`src/rtl/face_timeout_timer.sv`:
```
// face_timeout_timer
// Tick timebase for the face-display FSM. While timer_enable is held high it
// emits a one-cycle timeout pulse every TICK_CYCLES clocks and counts the
// completed ticks in a saturating counter. Dropping timer_enable discards any
// partial tick and clears everything, so each enable starts a full first tick.
module face_timeout_timer #(
  parameter int TICK_CYCLES = 50_000_000,
  parameter int CNT_W       = 26,
  parameter int SEC_W       = 4
) (
  input  logic             clk,
  input  logic             rst,
  input  logic             timer_enable,
  output logic             timeout,
  output logic [SEC_W-1:0] seconds,
  output logic             running
);

  // Last prescaler value of a tick, compared at full prescaler width.
  localparam logic [CNT_W-1:0] TICK_LAST = CNT_W'(TICK_CYCLES - 1);

  typedef enum logic {
    IDLE  = 1'b0,
    COUNT = 1'b1
  } state_t;

  state_t           state;
  logic [CNT_W-1:0] pre;

  // Tick counter increment that holds at all-ones instead of wrapping.
  function automatic logic [SEC_W-1:0] sat_inc(input logic [SEC_W-1:0] v);
    return (&v) ? v : v + 1'b1;
  endfunction

  // Single FSM: prescaler, tick pulse, elapsed count and running flag are all
  // registered here; reset and abort both land in IDLE with everything clear.
  always_ff @(posedge clk) begin
    if (!rst) begin
      state   <= IDLE;
      pre     <= '0;
      timeout <= 1'b0;
      seconds <= '0;
      running <= 1'b0;
    end else begin
      case (state)
        IDLE: begin
          pre     <= '0;
          timeout <= 1'b0;
          seconds <= '0;
          running <= 1'b0;
          if (timer_enable) begin
            state   <= COUNT;
            running <= 1'b1;
          end
        end

        COUNT: begin
          if (!timer_enable) begin
            // Abort beats a coinciding tick: no pulse, count discarded.
            state   <= IDLE;
            pre     <= '0;
            timeout <= 1'b0;
            seconds <= '0;
            running <= 1'b0;
          end else if (pre == TICK_LAST) begin
            pre     <= '0;
            timeout <= 1'b1;
            seconds <= sat_inc(seconds);
          end else begin
            pre     <= pre + 1'b1;
            timeout <= 1'b0;
          end
        end

        default: begin
          state   <= IDLE;
          pre     <= '0;
          timeout <= 1'b0;
          seconds <= '0;
          running <= 1'b0;
        end
      endcase
    end
  end

endmodule

```
`config.mk`:
```
export PLATFORM = sky130hd
export DESIGN_NAME = face_timeout_timer
export DESIGN_NICKNAME = d
export VERILOG_FILES = /design/src/rtl/face_timeout_timer.sv
export SDC_FILE = /design/constraint.sdc
export NUM_CORES = 1
export LEC_CHECK = 0
export ABC_AREA = 1
export BUFFER_PORTS_ARGS = -buffer_cell sky130_fd_sc_hd__clkbuf_2
export CORE_MARGIN = 3
export CORE_UTILIZATION = 30
export DETAILED_ROUTE_END_ITERATION = 12
export MAX_ROUTING_LAYER = met4
export PLACE_DENSITY = 0.48
export SETUP_SLACK_MARGIN = 0.3
export SYNTH_ARGS = -nofsm -noshare
export SYNTH_HDL_FRONTEND = slang
export SYNTH_SLANG_ARGS = --single-unit
export TNS_END_PERCENT = 100
```
`constraint.sdc`:
```
create_clock -name clk -period 1.7 [get_ports clk]
set_input_delay 0.255 -clock clk [delete_from_list [all_inputs] [get_ports clk]]
set_output_delay 0.255 -clock clk [all_outputs]
set_load 0.01 [all_outputs]
```
Yosys cells after proc, flatten, opt, wreduce, memory -nomap -nowiden
Cells that the tools add are included.
W data, S select, Z words.
{"block": "op_classes", "addsub": 2, "n_eq_ne": 4, "n_mux": 13, "n_bitwise": 1, "reduce_logical": 2}
{"op": "$mux W26", "n": 2}
{"op": "$pmux W26 S2", "n": 1}
{"op": "$add A26 B1 Y26 const B", "n": 1}
{"op": "$eq A26 B26 Y1 const B", "n": 1}
{"op": "$mux W4", "n": 3}
{"op": "$pmux W4 S2", "n": 1}
{"op": "$add A4 B1 Y4 const B", "n": 1}
{"op": "$mux W1", "n": 4}
{"op": "$pmux W1 S2", "n": 2}
{"op": "$reduce_and A4 Y1", "n": 1}
{"op": "$ne A3 B2 Y1 const B", "n": 1}
{"op": "$ne A3 B3 Y1 const B", "n": 1}
{"op": "$ne A2 B2 Y1 const B", "n": 1}
{"op": "$reduce_and A2 Y1", "n": 1}
{"op": "$not A1 Y1", "n": 1}
{"block": "totals", "reg_bits": 33, "in_bits": 3, "output_inout_bits": 6, "elab_cells": 27}

Depth between registers and ports, before layout
Gate-level depths: netlist of run 1.
{"block": "logic_depth", "ltp_word": 5, "depth_mapped": 10, "depth_no_buf": 10}

Worst setup path after synthesis of run 1
OpenSTA, ideal clock, no wires.
{"block": "synth_path", "kind": "register -> register", "from": "reg pre[0]", "to": "reg pre[17]", "setup_time_ns": 0.116, "t_arrival_ns": 1.288, "required_time_ns": 1.584, "path_slack_ns": 0.296, "path_stages_with_launch": 10, "path_buffers": 1, "synth_period_minus_slack_ns": 1.404, "cell_sequence": "dfxtp_1 -> ha_1 -> nand3_2 -> clkinv_2 -> nand2_1 -> nor2_4 -> nand2_2 -> nand2_4 -> buf_6 -> nor2_1"}
{"block": "synth_between", "elab_chain_cells": 4, "word_cells_on_any_way": 5, "classes_between": "add/sub: 1; eq/ne: 1; mux: 3"}
{"element": "start: declaration", "line": "28", "text": "logic [CNT_W-1:0] pre;"}
{"element": "start signal: assignment", "line": "70", "text": "pre <= pre + 1'b1;"}
{"element": "$add A26 B1 Y26 / $eq A26 B26 Y1 (equally long branches)", "line": "70, 65"}
{"element": "$mux W26 *", "line": "65", "text": "end else if (pre == TICK_LAST) begin"}
{"element": "$mux W26 *", "line": "58", "text": "if (!timer_enable) begin"}
{"element": "$pmux W26 S2 *", "line": "45", "text": "case (state)"}
Every way passes the cells marked *; elsewhere a longest branch is shown, timed or not.
A chain may end at the register's enable or synchronous reset.

Final worst setup path of run 1
{"block": "layout_path", "from": "reg pre[10]", "to": "reg pre[6]"}
{"block": "layout_between", "elab_chain_cells": 4}
{"element": "$eq A26 B26 Y1", "line": "65"}
{"element": "$mux W26", "line": "65"}
{"element": "$mux W26", "line": "58"}
{"element": "$pmux W26 S2", "line": "45"}
No other way between the ends.

==> flow_summary.yaml, run 1 <==
run_status:
  status: "finished clean"
placed_design:
  hpwlAfterDp_mm: 3.05
  io_buffers: 8
  pre_cts_ws_ns: 0.159
  place.gp.congestion: 0.789
cts:
  clock_latency_ns: 0.29
  htree_levels: 2
  cts_tree: "yes"
  ctsLongestPathBuffers: 2
  holdBufCountCts: 0
  cts_made_buffers: 5
  clock_sinks: 33
  clockRootBuffer: "clkbuf_8"
  clkSlewWorstSetupHoldPaths_ns: 0.08
sta:
  fin_skew_ns: 0.0116
  report.final.slew_viol_count: 0
  tns_ns: 0
  setup_slack_ns: 0.252
  timing.final.crit_share_pct: 85.2
  setup_violations: 0
  worst_slew_pin_slew_ns: 0.251
  rsz0062_at_grt: "yes"
  fmaxAchievable_ghz: 0.690
  final-hold-violation-count: 0
  slew_headroom_pct: 83.1
  min_period_ns: 1.45
floorplanning:
  die_y_um: 82.9
  start_util_pct: 31.6
  die-area_um2: 6860
  die_w_um: 82.9
  ios: 9
  coreArea_um2: 5610
  rows: 27
cells_and_area:
  area.growth.synth_to_final_pct: 33.8
  post-route-util_pct: 42.3
  drive_gt1_share_pct: 32.8
  num-fill-cells: 604
  diodes: 0
  final_nets: 294
synthesis:
  syn_area_um2: 1770
  yosys_warnings: 0
  postSynthAreaPerCell_um2: 7.06
  seq_area_frac_synth_pct: 37.3
  synth_cell_type_count: 31
  synthTopCellsByCount: "58 x nand2_1, 42 x nor2_1, 33 x dfxtp_1"
  ys_seq_elements: 33
  yosys.area.top_type_share_pct: 37.3
  syn_nets: 256
  synth_top_cell_by_area: "dfxtp_1"
  yosysMostFrequentCell: "nand2_1"
  synth_edf_count: 0
  synthFlopType: "dfxtp_1"
  ys_top_cells_by_area: "dfxtp_1 37%, nand2_1 12%, nor2_1 8.9%, inv_1 5.9%, xor2_1 4.4%"
  syn_inst: 251
  synthArstFlopShare_pct: 0
drt:
  dr.first_iter.drc_count: 74
  final_antenna_net_count: 0
  dr.pass1.iters: 5
  routed_wl_mm: 4.30
  vias: 1619
  drcViolationCount: 0
  wl_per_cell_um: 11.9
  avgViaCountPerCell: 4.47
setup_path:
  cp-startpoint: "pre[10]"
  r2r_slack_ns: 0.25
  worstSetupPathType: "reg2reg"
  r2r_cells: 7
  worst-endpoint-required_ns: 1.88
  timing.rr.end: "pre[6]"
  r2r-start: "pre[10]"
  timing.critical_path.from_type: "flop"
  cp-end-kind: "flop"
  cp_max_fo: 7
  crit_arrival_ns: 1.63
hold_path:
  worstHoldStart: "rst"
  min_path_type: "in2reg"
  whs_endpoint: "seconds[2]"
  hold_depth: 3
grt:
  grt.overflow.total: 0
  antenna_found_initial: 0
  grt_pass1_vias: 1497
  grt_usage_pct: 13.8
  grt_max_degree: 12
  grt_pass1_wl_mm: 7.50
power_and_ir_drop:
  p_per_area_nw_per_um2: 671
  p_leak_uw: 0.000892
  peakVddDrop_v: 0.000452
flow_run:
  maxCapViolCount: 0
## critical path, stage by stage (launching register included)
cell       delay [ns]
dfxtp_1          0.37
nor2_1           0.21
nand3_2          0.13
nor2_4           0.15
nand2_4          0.07
nand2_4          0.09
bufbuf_16        0.27
a21oi_1          0.04
## how the worst max path moves through the flow
| stage | endpoint | slack, ns | cells after the start |
|---|---|---|---|
| after floorplan | pre[17] | 0.30 | 9 |
| after global routing | seconds[0] | 0.19 | 10 |
| after detailed placement | pre[15] | 0.16 | 9 |
| after CTS | pre[2] | 0.27 | 9 |
| after global placement | pre[15] | 0.19 | 9 |
| final | pre[6] | 0.25 | 7 |
## per-stage QoR
stage | cells | hold slack [ns] | instance area, um2 | power (uW)
global placement | 333 | 0.441 | 1920 | 819
detailed placement | 333 | 0.457 | 1920 | 819
global route | 362 | 0.175 | 2370 | 1650
CTS | 358 | 0.164 | 2260 | 1610
floorplan | 251 | 0.364 | 1770 | 810
finish | 362 | 0.164 | 2370 | 1590
## sequential cells by signal, summed over array words and instances, names as in the netlist
name     count
state        1
timeout      1
seconds      4
running      1
pre         26
## placed cells by master (no fill, tap or decap), drive strengths merged
cell      instances
nor4b             1
clkinv            1
o21ai             2
nand3b            2
inv              32
nor3              6
a21oi            14
nor3b             1
buf              23
clkinvlp          1
nand3            20
nand2b            1
and2              1
dfxtp            33
nand4             7
bufbuf            1
o21bai            1
ha                2
nand2            62
nor2             49
clkbuf           14
xnor2             2
xor2              9
bufinv            1
or2               3
nor4              1
## where the power goes
group / leakage (uW) / total [uW] / switching [uW] / internal [uW]
clock network: 0.0000574 / 783 / 306 / 477
registers: 0.000273 / 773 / 2.10 / 771
logic: 0.000561 / 35.5 / 16.7 / 18.8
total: 0.000892 / 1590 / 325 / 1270
## layout make-up
class	instances	area [um2]	share of cell area, %
Clock inverter	2	37.5	1.58
Multi-Input combinational cell	184	1080	45.5
Clock buffer	6	82.6	3.48
Sequential cell	33	683	28.8
Tap cell	72	90.1	3.80
Inverter	33	134	5.65
Timing Repair Buffer	32	265	11.2
## what timing repair did
item,CTS,global route
cloned,2,0
setup buffers,15,4
pin swaps,7,12
gates resized for setup,19,26
setup endpoints to repair,30,31
## cell families after synthesis
logic type / Yosys count / share of synthesized area, %
compound gates: 17 / 4.94
xor+xnor: 11 / 5.44
fa+ha+maj: 2 / 1.41
buf+inv: 35 / 8.33
flops: 33 / 37.3
simple gates: 153 / 42.6
## routing by layer
metal | wire length (um) | part of all wire, % | track usage, %
met5 | 0 | 0 | -
met1 | 2120 | 49 | 18.7
met4 | 68 | 1.6 | 4.46
met3 | 142 | 3.3 | 2.68
met2 | 1970 | 46 | 20.8
Note: power is estimated with default switching activity, not from simulation.
==> run 2: changes to the inputs <==
- CORE_UTILIZATION: 30 -> 50
- CTS_BUF_LIST: unset -> sky130_fd_sc_hd__clkbuf_8 sky130_fd_sc_hd__clkbuf_16
- PLACE_DENSITY: 0.48 -> 0.7
==> flow_summary.yaml, run 2 (synthesized netlist as in run 1, its figures left out) <==
setup_path:
  cp-startpoint: "pre[0]"
  worstSetupPathType: "reg2reg"
  timing.critical_path.from_type: "flop"
  r2r_slack_ns: 0.29
  r2r_cells: 8
  crit_end: "pre[22]"
  timing.rr.end: "pre[22]"
  worst-endpoint-required_ns: 1.94
  cp-end-kind: "flop"
  crit_arrival_ns: 1.65
  cp_max_fo: 3
  r2r-start: "pre[0]"
drt:
  routed_wl_mm: 4.26
  wl_per_cell_um: 12.9
  vias: 1696
  drcViolationCount: 0
  avgViaCountPerCell: 5.16
  dr.first_iter.drc_count: 136
  dr.pass1.iters: 4
  final_antenna_net_count: 0
floorplanning:
  rows: 20
  die_w_um: 65.5
  die-area_um2: 4290
  start_util_pct: 55.3
  die_y_um: 65.5
  ios: 9
  coreArea_um2: 3200
cells_and_area:
  top_regs: "pre (26), seconds (4)"
  layout_commonest_cell: "nand2_1"
  final_nets: 289
  post-route-util_pct: 71.1
  final_cell_mix: "51 x nand2_1, 35 x nor2_1, 27 x inv_1"
  fin_area_um2: 2280
  diodes: 0
  area.growth.synth_to_final_pct: 28.6
  drive_gt1_share_pct: 34.7
  top_register: "pre"
  largest_reg_flops: 26
sta:
  fmaxAchievable_ghz: 0.710
  timing.final.crit_share_pct: 82.9
  report.final.slew_viol_count: 0
  min_period_ns: 1.41
  setup_violations: 0
  tns_ns: 0
  slew_headroom_pct: 72.9
  final-hold-violation-count: 0
  whs_ns: 0.176
  rsz0062_at_grt: "yes"
  fin_skew_ns: 0.00515
  worst_slew_pin_slew_ns: 0.403
grt:
  grt_max_degree: 11
  grt_pass1_vias: 1541
  grt.overflow.total: 0
  grt_pass1_wl_mm: 6.86
  antenna_found_initial: 0
  grt_usage_pct: 21.8
cts:
  clock_sinks: 33
  clockRootBuffer: "clkbuf_8"
  cts_tree: "yes"
  cts_made_buffers: 5
  htree_levels: 2
  clock_latency_ns: 0.29
  ctsLongestPathBuffers: 2
  clkSlewWorstSetupHoldPaths_ns: 0.07
power_and_ir_drop:
  p_leak_uw: 0.000825
  p_per_area_nw_per_um2: 603
  peakVddDrop_v: 0.000577
placed_design:
  place.gp.congestion: 0.900
  hpwlAfterDp_mm: 2.79
  place_area_um2: 1870
  io_buffers: 8
hold_path:
  min_path_type: "in2reg"
flow_run:
  maxCapViolCount: 0
run_status:
  status: "finished clean"
==> run 2: cell types whose count changed in the layout (fill, tap and decap cells not counted), sizes merged <==
cell      previous run  this run
clkinvlp             1         0
clkinv               1         3
buf                 23        19
nand2               62        61
bufinv               1         0
inv                 32        33
clkbuf              14        13
==> run 2: where the power goes <==
| group | switching, uW | internal (uW) | leakage [uW] |
|---|---|---|---|
| Combinational | 16.3 | 18.5 | 0.000501 |
| Sequential | 2.33 | 770 | 0.000275 |
| Clock | 290 | 277 | 0.0000491 |
| Total | 309 | 1070 | 0.000824 |
==> run 2: worst min path at each step <==
stage / start / end / slack [ns] / depth (start not counted)
6_report: rst / seconds[2] / 0.18 / 3
5_1_grt: rst / seconds[2] / 0.19 / 3
4_1_cts: rst / seconds[2] / 0.16 / 3
3_5_place_dp: pre[0] / pre[0] / 0.45 / 1
3_3_place_gp: pre[0] / pre[0] / 0.44 / 1
2_1_floorplan: rst / seconds[2] / 0.36 / 2
==> run 2: stage by stage <==
| stage | instances | setup WS, ns | power, uW |
|---|---|---|---|
| after floorplan | 251 | 0.301 | 810 |
| after global placement | 303 | 0.152 | 819 |
| after detailed placement | 303 | 0.115 | 819 |
| after CTS | 327 | 0.298 | 1390 |
| after global routing | 329 | 0.169 | 1430 |
| final | 329 | 0.291 | 1370 |
==> run 2: layout make-up <==
| class | instances | area [um2] |
|---|---|---|
| multi-input cells | 183 | 1080 |
| fillers | 291 | 925 |
| flip-flops and latches | 33 | 688 |
| repair buffers | 28 | 239 |
| inverters | 33 | 134 |
| clock buffers | 5 | 68.8 |
| well taps | 44 | 55.1 |
| clock inverters | 3 | 13.8 |
==> run 2: critical path: stages (launching register included) <==
cell and delay, ns:
dfxtp_4 0.37, ha_4 0.15, nand3_4 0.09, clkinv_4 0.06
nand2_1 0.11, nor2_2 0.17, nand4_1 0.14, and2_1 0.17
nor2_1 0.08
==> run 2: timing repair <==
item                                   4_1_cts  5_1_grt
gates cloned                                 1        0
resized for setup                           25       30
buffers inserted                            15        2
pin swaps                                   10        9
setup endpoints to repair                   31       30
endpoints found under the hold margin        0        0
hold buffers                                 0        0
==> run 2: routing by layer <==
metal / up-vias / track usage, % / share of wire [%]
met3: 12 / 4.44 / 7.0
met5: - / - / 0
met1: 772 / 26.1 / 43
met4: 0 / 11.9 / 2.7
met2: 48 / 34.1 / 48
li1: 864 / - / -
==> run 3: changes to the inputs <==
- clock period: 1.7 -> 1.3 ns (I/O delays scaled with it)
==> flow_summary.yaml, run 3 (synthesized netlist as in run 1, its figures left out) <==
setup_path:
  timing.critical_path.from_type: "flop"
  r2r_slack_ns: -0.07
  r2r-start: "pre[0]"
  cp-end-kind: "flop"
  timing.rr.end: "pre[6]"
  worst-endpoint-required_ns: 1.52
  cp_max_fo: 4
  r2r_cells: 7
  worstSetupPathType: "reg2reg"
  crit_arrival_ns: 1.59
hold_path:
  worstHoldStart: "rst"
  hold_depth: 3
  whs_endpoint: "seconds[2]"
  min_path_type: "in2reg"
grt:
  grt_pass1_wl_mm: 7.69
  antenna_found_initial: 0
  grt_max_degree: 12
  grt_pass1_vias: 1688
  grt_usage_pct: 24.2
  grt.overflow.total: 0
sta:
  min_period_ns: 1.37
  report.final.slew_viol_count: 0
  rsz0062_at_grt: "yes"
  timing.final.crit_share_pct: 105
  final-hold-violation-count: 0
  slew_headroom_pct: 83.3
  fmaxAchievable_ghz: 0.732
  worst_slew_pin_slew_ns: 0.248
  fin_skew_ns: 0.00889
  tns_ns: -1.12
  setup_slack_ns: -0.0670
  setup_violations: 28
cts:
  cts_tree: "yes"
  clkSlewWorstSetupHoldPaths_ns: 0.07
  ctsLongestPathBuffers: 2
  clock_latency_ns: 0.29
  clock_sinks: 33
  holdBufCountCts: 0
  htree_levels: 2
  clockRootBuffer: "clkbuf_8"
  cts_made_buffers: 5
drt:
  final_antenna_net_count: 0
  dr.first_iter.drc_count: 133
  drcViolationCount: 0
  vias: 1776
  routed_wl_mm: 4.65
  wl_per_cell_um: 13.1
  avgViaCountPerCell: 5.00
  dr.pass1.iters: 4
run_status:
  status: "complete, but fails checks"
  violations: "negative setup slack"
floorplanning:
  die-area_um2: 4290
  die_w_um: 65.5
  start_util_pct: 55.3
  die_y_um: 65.5
  rows: 20
  coreArea_um2: 3200
  ios: 9
cells_and_area:
  post-route-util_pct: 78.6
  top_register: "pre"
  largest_reg_flops: 26
  diodes: 0
  area.growth.synth_to_final_pct: 42.1
  layout_commonest_cell: "nand2_1"
  drive_gt1_share_pct: 42.4
  num-fill-cells: 250
  final_nets: 315
  final_cell_mix: "47 x nand2_1, 42 x buf_4, 34 x nor2_1"
  top_regs: "pre (26), seconds (4)"
power_and_ir_drop:
  p_per_area_nw_per_um2: 715
  p_leak_uw: 0.000964
  finalPower_uw: 1800
  peakVddDrop_v: 0.000818
flow_run:
  maxCapViolCount: 0
placed_design:
  place.gp.congestion: 0.892
  hpwlAfterDp_mm: 3.16
  pre_cts_ws_ns: -0.0710
  io_buffers: 8
[run 3: cell types whose count changed in the layout (fill, tap and decap cells not counted), sizes merged]
cell and change:
buf +29, clkbuf -2, bufbuf -1
[run 3: worst max path at each step]
stage / startpoint / end
2_1_floorplan: pre[1] / pre[5]
3_3_place_gp: pre[0] / pre[8]
3_5_place_dp: pre[6] / pre[9]
4_1_cts: pre[6] / pre[9]
5_1_grt: pre[0] / pre[9]
6_report: pre[0] / pre[6]
[run 3: final cells by class]
cell class | instances | area (um2) | area share (%)
clock buffers | 5 | 68.8 | 2.73
clock inverters | 3 | 13.8 | 0.547
inverters | 33 | 131 | 5.22
multi-input cells | 183 | 1130 | 44.8
flip-flops and latches | 33 | 691 | 27.4
well taps | 44 | 55.1 | 2.19
repair buffers | 54 | 430 | 17.1
[run 3: per-stage QoR]
stage          hold slack, ns  area, um2  std cells
2_1_floorplan           0.304       1840        251
3_3_place_gp            0.410       2240        341
3_5_place_dp            0.415       2240        341
4_1_cts                 0.104       2420        352
5_1_grt                 0.130       2520        355
6_report                0.120       2520        355
[run 3: per-layer routing]
metal / global-route usage (%) / vias to the layer above / routed length (um)
met1: 29.3 / 818 / 2070
met5: - / - / 0
met3: 5.81 / 5 / 228
li1: - / 916 / -
met4: 8.55 / 0 / 60
met2: 39.4 / 37 / 2290
[run 3: where the power goes]
part	internal [uW]	switching [uW]
sequential	1000	3.16
clock	363	390
combinational	17.2	22.9
[run 3: worst max-delay path, stage by stage, from the launching register on]
cell and delay (ns):
dfxtp_4 0.38, ha_4 0.15, nand3_4 0.08, clkinv_4 0.08
nand2_2 0.07, buf_4 0.14, or2_2 0.28, a21oi_2 0.12
[run 3: timing repair]
item / CTS / global route
setup endpoints to repair: 35 / 34
buffers inserted: 3 / 3
gates resized for setup: 21 / 29
pin swaps: 4 / 9
